`config.mk`:
```
export PLATFORM = sky130hd
export DESIGN_NAME = paddle_position_controller
export DESIGN_NICKNAME = d
export VERILOG_FILES = /design/src/rtl/paddle_position_controller.sv
export SDC_FILE = /design/constraint.sdc
export NUM_CORES = 1
export LEC_CHECK = 0
export CORE_MARGIN = 8
export CORE_UTILIZATION = 47
export DETAILED_ROUTE_END_ITERATION = 16
export HOLD_SLACK_MARGIN = 0.1
export PLACE_DENSITY = 0.62
export SYNTH_ARGS = -nofsm -noshare
export SYNTH_HDL_FRONTEND = slang
export SYNTH_SLANG_ARGS = --single-unit
```
`constraint.sdc`:
```
create_clock -name CLOCK -period 4.02 [get_ports CLOCK]
set_clock_uncertainty 0.2 [all_clocks]
set_input_delay 0.804 -clock CLOCK [delete_from_list [all_inputs] [get_ports CLOCK]]
set_output_delay 0.804 -clock CLOCK [all_outputs]
set_load 0.02 [all_outputs]
```
`src/rtl/paddle_position_controller.sv`:
```
// Paddle position controller: turns per-edge count pulses from two quadrature decoders into clamped paddle positions.
// Optional macro PADDLE_ACCEL_EN adds a fast-turn double step per side.
module paddle_position_controller #(
    parameter int POS_W           = 5,
    parameter int POS_MAX         = 27,
    parameter int CENTER          = 13,
    parameter int EDGES_PER_CLICK = 4,
    parameter int RECENTER_DIV    = 50000,
    parameter int ACCEL_WINDOW    = 250000
) (
    input  logic             CLOCK,
    input  logic             RESET,
    input  logic             CE_L,
    input  logic             DIR_L,
    input  logic             CE_R,
    input  logic             DIR_R,
    input  logic             FREEZE,
    input  logic             RECENTER,
    output logic [POS_W-1:0] POS_L,
    output logic [POS_W-1:0] POS_R,
    output logic             MOVED_L,
    output logic             MOVED_R,
    output logic             BUSY
);

    localparam int SUB_W = $clog2(EDGES_PER_CLICK);
    localparam int PRE_W = (RECENTER_DIV > 1) ? $clog2(RECENTER_DIV) : 1;
    localparam logic [SUB_W-1:0] SUB_LAST = SUB_W'(EDGES_PER_CLICK - 1);
    localparam logic [PRE_W-1:0] PRE_LAST = PRE_W'(RECENTER_DIV - 1);
    localparam logic [POS_W-1:0] CENTER_P = POS_W'(CENTER);

    if (CENTER > POS_MAX || EDGES_PER_CLICK < 2 || RECENTER_DIV < 1 || ACCEL_WINDOW < 1) begin : g_param_check
        $error("paddle_position_controller: invalid parameter set");
    end

    typedef enum logic [1:0] {
        ST_TRACK,
        ST_FROZEN,
        ST_RECENTER
    } state_e;

    typedef struct packed {
        logic [SUB_W-1:0] sub;
        logic             up;
        logic             dn;
    } click_t;

    // Advance one sub-click counter; a wrap in either direction yields a click.
    function automatic click_t sub_step(input logic [SUB_W-1:0] sub, input logic ce, input logic dir);
        click_t r;
        r.sub = sub;
        r.up  = 1'b0;
        r.dn  = 1'b0;
        if (ce) begin
            if (dir) begin
                if (sub == SUB_LAST) begin
                    r.sub = '0;
                    r.up  = 1'b1;
                end else begin
                    r.sub = sub + 1'b1;
                end
            end else begin
                if (sub == '0) begin
                    r.sub = SUB_LAST;
                    r.dn  = 1'b1;
                end else begin
                    r.sub = sub - 1'b1;
                end
            end
        end
        return r;
    endfunction

    function automatic logic [POS_W-1:0] pos_step(input logic [POS_W-1:0] pos, input logic up,
                                                  input logic dn, input logic big);
        int p;
        p = int'(pos);
        if (up) begin
            p = p + (big ? 2 : 1);
        end else if (dn) begin
            p = p - (big ? 2 : 1);
        end
        if (p > POS_MAX) p = POS_MAX;
        if (p < 0) p = 0;
        return POS_W'(p);
    endfunction

    function automatic logic [POS_W-1:0] toward_center(input logic [POS_W-1:0] pos);
        if (pos > CENTER_P) return pos - 1'b1;
        if (pos < CENTER_P) return pos + 1'b1;
        return pos;
    endfunction

    state_e           state_q, state_d;
    logic             ce_l_q, dir_l_q, ce_r_q, dir_r_q;
    logic [SUB_W-1:0] sub_l_q, sub_l_d, sub_r_q, sub_r_d;
    logic [POS_W-1:0] pos_l_q, pos_l_d, pos_r_q, pos_r_d;
    logic [PRE_W-1:0] pre_q, pre_d;
    logic             moved_l_q, moved_r_q;
    click_t           click_l, click_r;
    logic             big_l, big_r;
    logic             fire_l, fire_r;

`ifdef PADDLE_ACCEL_EN
    localparam int ACC_W = $clog2(ACCEL_WINDOW + 1);
    localparam logic [ACC_W-1:0] ACC_WIN_P = ACC_W'(ACCEL_WINDOW);

    logic [ACC_W-1:0] ivl_l_q, ivl_l_d, ivl_r_q, ivl_r_d;
    logic             last_dir_l_q, last_dir_l_d, last_dir_r_q, last_dir_r_d;

    // Interval since the last click saturates at the window; a click restarts it.
    always_comb begin
        ivl_l_d      = (ivl_l_q == ACC_WIN_P) ? ivl_l_q : ivl_l_q + 1'b1;
        ivl_r_d      = (ivl_r_q == ACC_WIN_P) ? ivl_r_q : ivl_r_q + 1'b1;
        last_dir_l_d = last_dir_l_q;
        last_dir_r_d = last_dir_r_q;
        if (fire_l) begin
            ivl_l_d      = '0;
            last_dir_l_d = dir_l_q;
        end
        if (fire_r) begin
            ivl_r_d      = '0;
            last_dir_r_d = dir_r_q;
        end
    end

    always_ff @(posedge CLOCK or posedge RESET) begin
        if (RESET) begin
            ivl_l_q      <= ACC_WIN_P;
            ivl_r_q      <= ACC_WIN_P;
            last_dir_l_q <= 1'b1;
            last_dir_r_q <= 1'b1;
        end else begin
            ivl_l_q      <= ivl_l_d;
            ivl_r_q      <= ivl_r_d;
            last_dir_l_q <= last_dir_l_d;
            last_dir_r_q <= last_dir_r_d;
        end
    end

    assign big_l = (dir_l_q == last_dir_l_q) && (ivl_l_q < ACC_WIN_P);
    assign big_r = (dir_r_q == last_dir_r_q) && (ivl_r_q < ACC_WIN_P);
`else
    assign big_l = 1'b0;
    assign big_r = 1'b0;
`endif

    assign click_l = sub_step(sub_l_q, ce_l_q, dir_l_q);
    assign click_r = sub_step(sub_r_q, ce_r_q, dir_r_q);
    assign fire_l  = (state_q == ST_TRACK) && (click_l.up || click_l.dn);
    assign fire_r  = (state_q == ST_TRACK) && (click_r.up || click_r.dn);

    // NOTE: every output of this block gets a default first, so no path leaves one unassigned (no latch).
    always_comb begin
        state_d = state_q;
        sub_l_d = sub_l_q;
        sub_r_d = sub_r_q;
        pos_l_d = pos_l_q;
        pos_r_d = pos_r_q;
        pre_d   = '0;

        unique case (state_q)
            ST_TRACK: begin
                sub_l_d = click_l.sub;
                sub_r_d = click_r.sub;
                pos_l_d = pos_step(pos_l_q, click_l.up, click_l.dn, big_l);
                pos_r_d = pos_step(pos_r_q, click_r.up, click_r.dn, big_r);
                if (RECENTER) begin
                    state_d = ST_RECENTER;
                    sub_l_d = '0;
                    sub_r_d = '0;
                end else if (FREEZE) begin
                    state_d = ST_FROZEN;
                end
            end
            ST_FROZEN: begin
                sub_l_d = '0;
                sub_r_d = '0;
                if (RECENTER) begin
                    state_d = ST_RECENTER;
                end else if (!FREEZE) begin
                    state_d = ST_TRACK;
                end
            end
            ST_RECENTER: begin
                sub_l_d = '0;
                sub_r_d = '0;
                if (pos_l_q == CENTER_P && pos_r_q == CENTER_P) begin
                    state_d = FREEZE ? ST_FROZEN : ST_TRACK;
                end else if (pre_q == PRE_LAST) begin
                    pos_l_d = toward_center(pos_l_q);
                    pos_r_d = toward_center(pos_r_q);
                end else begin
                    pre_d = pre_q + 1'b1;
                end
            end
            default: state_d = ST_TRACK;
        endcase
    end

    // Edges are captured one cycle ahead of the click logic; captures are refused unless tracking.
    // NOTE: state registers use non-blocking assignments so every flop samples pre-edge values.
    always_ff @(posedge CLOCK or posedge RESET) begin
        if (RESET) begin
            state_q   <= ST_TRACK;
            ce_l_q    <= 1'b0;
            dir_l_q   <= 1'b0;
            ce_r_q    <= 1'b0;
            dir_r_q   <= 1'b0;
            sub_l_q   <= '0;
            sub_r_q   <= '0;
            pos_l_q   <= CENTER_P;
            pos_r_q   <= CENTER_P;
            pre_q     <= '0;
            moved_l_q <= 1'b0;
            moved_r_q <= 1'b0;
        end else begin
            state_q   <= state_d;
            ce_l_q    <= CE_L && (state_q == ST_TRACK) && !RECENTER;
            dir_l_q   <= DIR_L;
            ce_r_q    <= CE_R && (state_q == ST_TRACK) && !RECENTER;
            dir_r_q   <= DIR_R;
            sub_l_q   <= sub_l_d;
            sub_r_q   <= sub_r_d;
            pos_l_q   <= pos_l_d;
            pos_r_q   <= pos_r_d;
            pre_q     <= pre_d;
            moved_l_q <= (pos_l_d != pos_l_q);
            moved_r_q <= (pos_r_d != pos_r_q);
        end
    end

    assign POS_L   = pos_l_q;
    assign POS_R   = pos_r_q;
    assign MOVED_L = moved_l_q;
    assign MOVED_R = moved_r_q;
    assign BUSY    = (state_q == ST_RECENTER);

endmodule

```
### Yosys cells after proc, flatten, opt, wreduce, memory -nomap -nowiden

Cells that the tools add are included.

| storage, ports and cells | value |
|---|---|
| register bits after elaboration | 38 |
| latch bits | 0 |
| memory bits (writable) | 0 |
| ROM bits | 0 |
| input port bits | 8 |
| memories kept | 0 |

| cells by class | value |
|---|---|
| add/sub/neg operators | 13 |
| $mul | 0 |
| div/mod/pow operators | 0 |
| magnitude comparators | 8 |
| equality and inequality tests | 14 |
| shift-type cells | 0 |
| multiplexer cells | 74 |
| bitwise operators | 0 |
| reductions and logical operators | 14 |

Operators by type and width:

| cell | number |
|---|---|
| 32-bit 2-to-1 mux | 10 |
| 5-bit 2-to-1 mux | 14 |
| 32-bit by 6-bit greater-than comparator with 1-bit output, second input constant | 2 |
| 32-bit by 1-bit less-than comparator with 1-bit output, second input constant | 2 |
| 16-bit 2-to-1 mux | 3 |
| 1-bit 2-to-1 mux | 27 |
| 2-bit 2-to-1 mux | 13 |
| 5-bit one-hot mux with 2 select lines | 2 |
| 16-bit by 1-bit adder with 16-bit output, second input constant | 1 |
| 16-bit equality test, second input constant | 1 |
| 5-bit by 1-bit adder with 6-bit output, second input constant | 2 |
| 3-bit != test, second input constant | 4 |
| 5-bit by 1-bit subtractor with 6-bit output, second input constant | 2 |
| 5-bit by 1-bit adder with 5-bit output, second input constant | 2 |
| 5-bit by 4-bit equality test with 1-bit output, second input constant | 2 |
| 5-bit by 4-bit greater-than comparator with 1-bit output, second input constant | 2 |
| 5-bit by 4-bit less-than comparator with 1-bit output, second input constant | 2 |
| 5-bit != test | 2 |
| 5-bit by 1-bit subtractor with 5-bit output, second input constant | 2 |
| 4-bit 2-to-1 mux | 2 |
| 2-bit one-hot mux with 2 select lines | 2 |
| 2-bit equality test, second input constant | 3 |
| 2-bit logical NOT | 3 |
| 2-bit one-hot mux with 3 select lines | 1 |
| other kinds (10) | 17 |

### Logic depth before layout (Yosys ltp)

Gate-level depths: netlist (run 1).

| logic depth | value |
|---|---|
| word-level depth | 15 |
| mapped depth | 10 |

### Least setup slack after synthesis (run 1)

No wires, ideal clock.

| timing | value |
|---|---|
| kind | flip-flop to flip-flop |
| from | register pos_r_q[1], in the netlist POS_R[1] |
| to | register moved_l_q, in the netlist MOVED_L |
| library setup time | 0.139 ns |
| arrival time | 2.664 ns |
| data required time | 3.681 ns |
| path slack | 1.018 ns |
| stages on the path, launching flop included | 11 |
| path buffers | 1 |
| clock period less this slack | 3.002 ns |
| cell sequence | dfrtp_1 clkbuf_1 inv_1 ha_1 nand4b_1 nor2_1 or4_1 a21oi_1 nor2_1 o21a_1 or4_1 |

| between the ends | value |
|---|---|
| cells in the longest elaborated chain, start to end | 5 |

Ends and longest elaborated chain:

| element | RTL line | source |
|---|---|---|
| start: declaration | 97 | `logic [POS_W-1:0] pos_l_q, pos_l_d, pos_r_q, pos_r_d;` |
| start signal: assignment | 226 | `pos_r_q <= pos_r_d;` |
| 5-bit by 4-bit equality test with 1-bit output | 188 | `if (pos_l_q == CENTER_P && pos_r_q == CENTER_P) begin` |
| 1-bit logical AND | 188 |  |
| 5-bit 2-to-1 mux | 188 |  |
| 5-bit one-hot mux with 2 select lines | 162 | `unique case (state_q)` |
| 5-bit != test | 228 | `moved_l_q <= (pos_l_d != pos_l_q);` |
| end signal: assignment | 228 |  |
| end: declaration | 99 | `logic moved_l_q, moved_r_q;` |

Every way passes these cells.
A chain may end at the register's enable or synchronous reset.

### Final worst setup path (run 1)

| timing | value |
|---|---|
| from | register state_q[0] |
| to | output port BUSY |

| between the ends | value |
|---|---|
| cells in the longest elaborated chain, start to end | 1 |

Ends and longest elaborated chain:

| element | RTL line | source |
|---|---|---|
| start: declaration | 94 | `state_e state_q, state_d;` |
| start signal: assignment | 218 | `state_q <= state_d;` |
| 2-bit equality test | 237 | `assign BUSY = (state_q == ST_RECENTER);` |
| end: declaration | 23 | `output logic BUSY` |

Every way passes these cells.

==> results of run 1 <==
## cells by family (layout without fill, tap and decap cells)
| group | count (synthesis) | in the layout | synth area share (%) |
|---|---|---|---|
| and+or+nand+nor | 142 | 142 | 25.1 |
| AOI/OAI and AO/OA | 99 | 99 | 23.7 |
| DFF | 38 | 38 | 31.9 |
| buffers and inverters | 35 | 50 | 4.54 |
| xor gates and xnor gates | 21 | 21 | 6.38 |
| adders and majority gates | 15 | 15 | 6.25 |
| muxes | 6 | 6 | 2.08 |
## metrics by stage
step / power (mW) / setup slack, ns / utilization, % / instance area, sq um
final: 2.34 / 0.862 / 54.1 / 3390
after global routing: 2.52 / 0.598 / 54.1 / 3390
after CTS: 2.35 / 0.870 / 54.1 / 3390
after detailed placement: 1.94 / 0.949 / 51.9 / 3260
after global placement: 1.93 / 1.02 / 51.9 / 3260
after floorplan: 1.55 / 1.02 / - / 3000
## final cells by class
cell class / count / area (sq um) / share of cell area [%]
Timing Repair Buffer: 23 / 223 / 6.56
Multi-Input combinational cell: 283 / 1910 / 56.2
Tap cell: 77 / 96.3 / 2.84
Clock inverter: 3 / 68.8 / 2.03
Clock buffer: 5 / 68.8 / 2.03
Inverter: 19 / 71.3 / 2.10
Sequential cell: 38 / 958 / 28.2
## registers in the layout, summed over array words and instances (netlist names), 2 cells and up
signal and flops:
pre_q 16, POS_L 5, POS_R 5, state_q 2, sub_l_q 2, sub_r_q 2
## layout by cell type (no fill, tap or decap), types with 9 or more instances in the layout
| cell type | instances |
|---|---|
| a21oi_1 | 18 |
| ha_1 | 15 |
| nand2_1 | 21 |
| o21ai_0 | 21 |
| and3_1 | 13 |
| xnor2_1 | 11 |
| xor2_1 | 9 |
| dfrtp_1 | 32 |
| inv_1 | 19 |
| nor2_1 | 41 |
| clkdlybuf4s50_1 | 20 |
| nand3_1 | 22 |
## path summary, 6_finish.rpt
| kind | end | cells past startpoint | slack [ns] |
|---|---|---|---|
| worst min-delay path | pre_q[0]$_DFF_PP0_ | 1 | 0.25 |
| worst min register to register | pre_q[0]$_DFF_PP0_ | 1 | 0.25 |
| worst max register to register | MOVED_L$_DFF_PP0_ | 9 | 0.89 |
| max in group asynchronous | POS_R[3]$_DFF_PP1_ | 3 | 2.56 |
| min in group asynchronous | MOVED_L$_DFF_PP0_ | 3 | 0.71 |
| worst max-delay path | BUSY | 3 | 0.86 |
## where the power goes
part	switching, mW	internal (mW)	leakage, nW
Sequential	0.189	0.492	0.488
Combinational	0.729	0.530	0.813
Clock	0.152	0.249	0.0683
Total	1.07	1.27	1.37
## routing by layer
layer	GRT usage, %	up-vias
met5	0	-
met4	7.17	0
met3	2.50	15
met2	26.7	95
met1	23.3	1314
li1	-	1348
==> flow_summary.toml, run 1 <==
[status]
status = "complete, no violations"

[timing]
max_freq_mhz = 317
worst_slew_pin_slew_ns = 0.788
grt_setup_unrepaired = "false"
timing.hold.ws_ns = 0.253
slew_headroom_pct = 46.1
period_minus_slack_ns = 3.16
report.final.slew_viol_count = 0
fin_tns_setup_ns = 0
timing.final.hold_violations = 0
setup_violations = 0
layout_worst_path_cycle_share_pct = 78.6

[min_path]
hold_path.class = "reg2reg"
hold_path_startpoint = "pre_q[0]$_DFF_PP0_"

[yosys]
yosysUniqueCellTypes = 66
synth_cells = 356
synth-seq-cells = 38
syn_area_sq_um = 3000
synth_async_sr_flop_share_pct = 100
ys_seq_area_share_pct = 31.9
syn_area_per_cell_sq_um = 8.43
mappedNetlistNets = 379
synth_cell_count_leaders = "41 x nor2_1, 32 x dfrtp_1, 22 x nand3_1, 21 x nand2_1, 21 x o21ai_0"
netlist.area_leader.share_pct = 26.7
yosysWarningCount = 0
synth.top_cells.by_area = "dfrtp_1 27%, ha_1 6.3%, dfstp_2 5.3%"
synth_area_leader_cell = "dfrtp_1"
postSynth.topFlopCell = "dfrtp_1"
synth.most_common_cell = "nor2_1"
synth_enable_flop_cells = 0

[drt]
dr_wl_met2_um = 3410
avgRoutedWirePerCell_um = 16.7
routed_wl_um = 7480
routed-via-count = 2772
drc_errors = 0
drt-pass1-iter-count = 6
dr.max_layer_used = "met4"
initialDrtViolationCount = 195
met1_length_um = 3510
met3_length_um = 398
route.detailed.vias_per_inst = 6.19
drt.antenna.violating_nets = 0

[critical_path]
crit_path_end_kind = "output pin"
r2r-start = "POS_L[0]$_DFF_PP1_"
worst-path-max-fanout = 18
crit_family = "buffers and inverters"
critical_path.slowest_cell = "clkdlybuf4s50_1"
critPathMaxStageDelay_ns = 0.73
cp-startpoint = "state_q[0]$_DFFE_PP0P_"
total_buffers_and_inverters_traversed_by_the_critical_path = 2
critPathArrivalTime_ns = 2.15
cp_cell_sequence = "inv_1 > ha_1 > clkdlybuf4s50_1"
cp-start-kind = "register"
cp.required_ns = 3.02
worst-setup-path-type = "reg2out"

[global_routing]
number_of_global_route_vias_before_repair = 2632
largest_net_degree_at_the_start_of_global_routing = 39
overall_global_routing_resource_usage_pct = 17.2
grt_first_pass_wirelength_um = 12700
antenna_found_initial = 0
grt.overflow.total = 0

[clocking]
htree_levels = 2
clk_path_buf_depth = 2
clockRootBuffer = "clkbuf_8"
cts_tree = "yes"
clock_latency_ns = 0.30
cts-buffers-inserted = 5
cts-hold-fix-buffers = 0
cts-resized-gates = 0
cts_num_sinks = 38
clk_pin_slew_ns = 0.07
number_of_post_cts_setup_repair_buffers = 0

[placement]
number_of_instances_in_the_placed_design = 440
io_buffer_count = 20
gp_congestion = 0.907
post-dp-hpwl_um = 5500

[power]
power_density_nw_per_um2 = 690
leakage_nw = 1.37
ir_drop_v = 0.000344

[layout]
final_net_count = 393
diodes = 0
final_layout_size_suffix_gt1_share_pct = 7.82
final-instance-count-excl-fill = 448
fill_cells = 598
syn_to_final_growth_pct = 13.0

[floorplan]
vertical_die_dimension_um = 95.9
core_area_sq_um = 6280
start_util_pct = 47.8
floorplan.die.width_um = 95.9
die_area_sq_um = 9200
floorplan.io_pins = 21
num_rows = 29

[flow_run]
cap_violations = 0
(Power assumes the default switching activity.)
==> run 2: changes to the inputs <==
==> constraint.sdc (replaced) <==
create_clock -name CLOCK -period 3.2 [get_ports CLOCK]
set_clock_uncertainty 0.2 [all_clocks]
set_input_delay 0.64 -clock CLOCK [delete_from_list [all_inputs] [get_ports CLOCK]]
set_output_delay 0.64 -clock CLOCK [all_outputs]
set_load 0.02 [all_outputs]
==> run 2 against run 1 <==
Net effect:
- wire length up 4.0%
- clock-buffer cell count up 2
- first-iteration DRC count up 31%
- worst hold slack better by 0.0045 ns
- sequential share of layout area down 0.15 points
- clock power down 13%
- die area unchanged
==> flow_summary.toml, run 2 (synthesis gave the netlist of run 1 again) <==
[drt]
avgRoutedWirePerCell_um = 17.0
routed_wl_um = 7780
routed-via-count = 2803
drt-pass1-iter-count = 5
initialDrtViolationCount = 256
drc_errors = 0
route.detailed.vias_per_inst = 6.13
drt.antenna.violating_nets = 0

[clocking]
clock_latency_ns = 0.29
cts_num_sinks = 38
clk_pin_slew_ns = 0.08
cts-buffers-inserted = 5
number_of_post_cts_setup_repair_buffers = 0
clockRootBuffer = "clkbuf_8"
htree_levels = 2
clk_path_buf_depth = 2
cts-hold-fix-buffers = 0
cts_tree = "yes"

[critical_path]
cp.required_ns = 3.17
worst-setup-path-type = "reg2reg"
crit_family = "simple AND/OR/NAND/NOR gates"
critPathMaxStageDelay_ns = 0.53
r2r_cells = 9
cp_cell_sequence = "inv_1 > ha_1 > and4b_1 > o21a_1 > nor3_1 > nor3b_2 > or2_1 > o311ai_0 > or4_1"
reg2reg_slack_ns = 0.20
critical_path.slowest_cell = "dfstp_2"
cp-start-kind = "register"
r2r_end = "MOVED_L$_DFF_PP0_"
critPathArrivalTime_ns = 2.97
worst-path-max-fanout = 6
total_buffers_and_inverters_traversed_by_the_critical_path = 1
crit_path_end_kind = "register"
r2r-start = "POS_L[0]$_DFF_PP1_"

[layout]
final_layout_size_suffix_gt1_share_pct = 10.0
diodes = 0
syn_to_final_growth_pct = 13.8
top_register = "pre_q"
design_area_sq_um = 3420
layout.cells.most_common_list = "41 x nor2_1, 31 x dfrtp_1, 22 x nand3_1, 21 x nand2_1, 21 x o21ai_0"
largest_register_ff_count = 16
layout_commonest_cell = "nor2_1"
final_net_count = 402

[placement]
io_buffer_count = 20
post-dp-hpwl_um = 5740
place_area_sq_um = 3320
dp_slack_ns = 0.230
gp_congestion = 0.920

[floorplan]
floorplan.die.width_um = 95.9
core_area_sq_um = 6280
die_area_sq_um = 9200
floorplan.io_pins = 21
start_util_pct = 47.8
vertical_die_dimension_um = 95.9
num_rows = 29

[global_routing]
number_of_global_route_vias_before_repair = 2782
antenna_found_initial = 0
overall_global_routing_resource_usage_pct = 18.0
grt_first_pass_wirelength_um = 13200
largest_net_degree_at_the_start_of_global_routing = 39
grt.overflow.total = 0

[min_path]
hold_path_depth = 1
hold_path_startpoint = "pre_q[0]$_DFF_PP0_"
holdPathEnd = "pre_q[0]$_DFF_PP0_"
hold_path.class = "reg2reg"

[flow_run]
cap_violations = 0

[timing]
timing.hold.ws_ns = 0.257
fin_tns_setup_ns = 0
slew_headroom_pct = 43.0
worst_slew_pin_slew_ns = 0.834
grt_setup_unrepaired = "false"
max_freq_mhz = 333
layout_worst_path_cycle_share_pct = 93.8
timing.final.hold_violations = 0
setup_violations = 0
period_minus_slack_ns = 3.00
final.setup.worst_slack_ns = 0.199
report.final.slew_viol_count = 0

[power]
leakage_nw = 1.39
report.power.total_mw = 2.89
power_density_nw_per_um2 = 845
ir_drop_v = 0.000418

[status]
status = "complete, no violations"
run 2: worst max path at each step:
stage	startpoint	endpoint	slack, ns	cells after the start
floorplan	POS_R[1]$_DFF_PP0_	MOVED_L$_DFF_PP0_	0.20	10
global placement	POS_L[0]$_DFF_PP1_	MOVED_L$_DFF_PP0_	0.30	9
detailed placement	POS_L[1]$_DFF_PP0_	MOVED_L$_DFF_PP0_	0.23	9
CTS	POS_L[1]$_DFF_PP0_	MOVED_L$_DFF_PP0_	0.20	9
global route	POS_R[0]$_DFF_PP1_	MOVED_R$_DFF_PP0_	0.04	9
finish	POS_L[0]$_DFF_PP1_	MOVED_L$_DFF_PP0_	0.20	9
run 2: where the power goes:
part	internal [mW]	switching, mW	leakage [nW]
sequential	0.618	0.165	0.487
clock	0.174	0.176	0.0482
combinational	0.728	1.03	0.858
run 2: final cells by class:
class	instances	area [sq um]
inverter	19	71.3
clock buffer	7	86.3
tap	77	96.3
timing repair buffer	32	290
fill	609	2860
multi-input combinational	283	1910
clock inverter	1	5.00
sequential	38	960
run 2: metrics by stage:
| step | instances | utilization [%] |
|---|---|---|
| 2_1_floorplan | 356 | - |
| 3_3_place_gp | 449 | 52.9 |
| 3_5_place_dp | 449 | 52.9 |
| 4_1_cts | 457 | 54.4 |
| 5_1_grt | 457 | 54.4 |
| 6_report | 457 | 54.4 |
run 2: timing repair:
item | CTS | global route
resized for setup | 0 | 1
hold endpoints to repair | 0 | 0
setup endpoints to repair | 0 | 1
run 2: routing by layer:
metal  GRT usage [%]  up-vias  wire, um
li1                -     1367         -
met1            23.1     1322      3560
met2            29.1       97      3650
met3            3.35       17       411
met4            7.43        0       167
met5               0        -         0
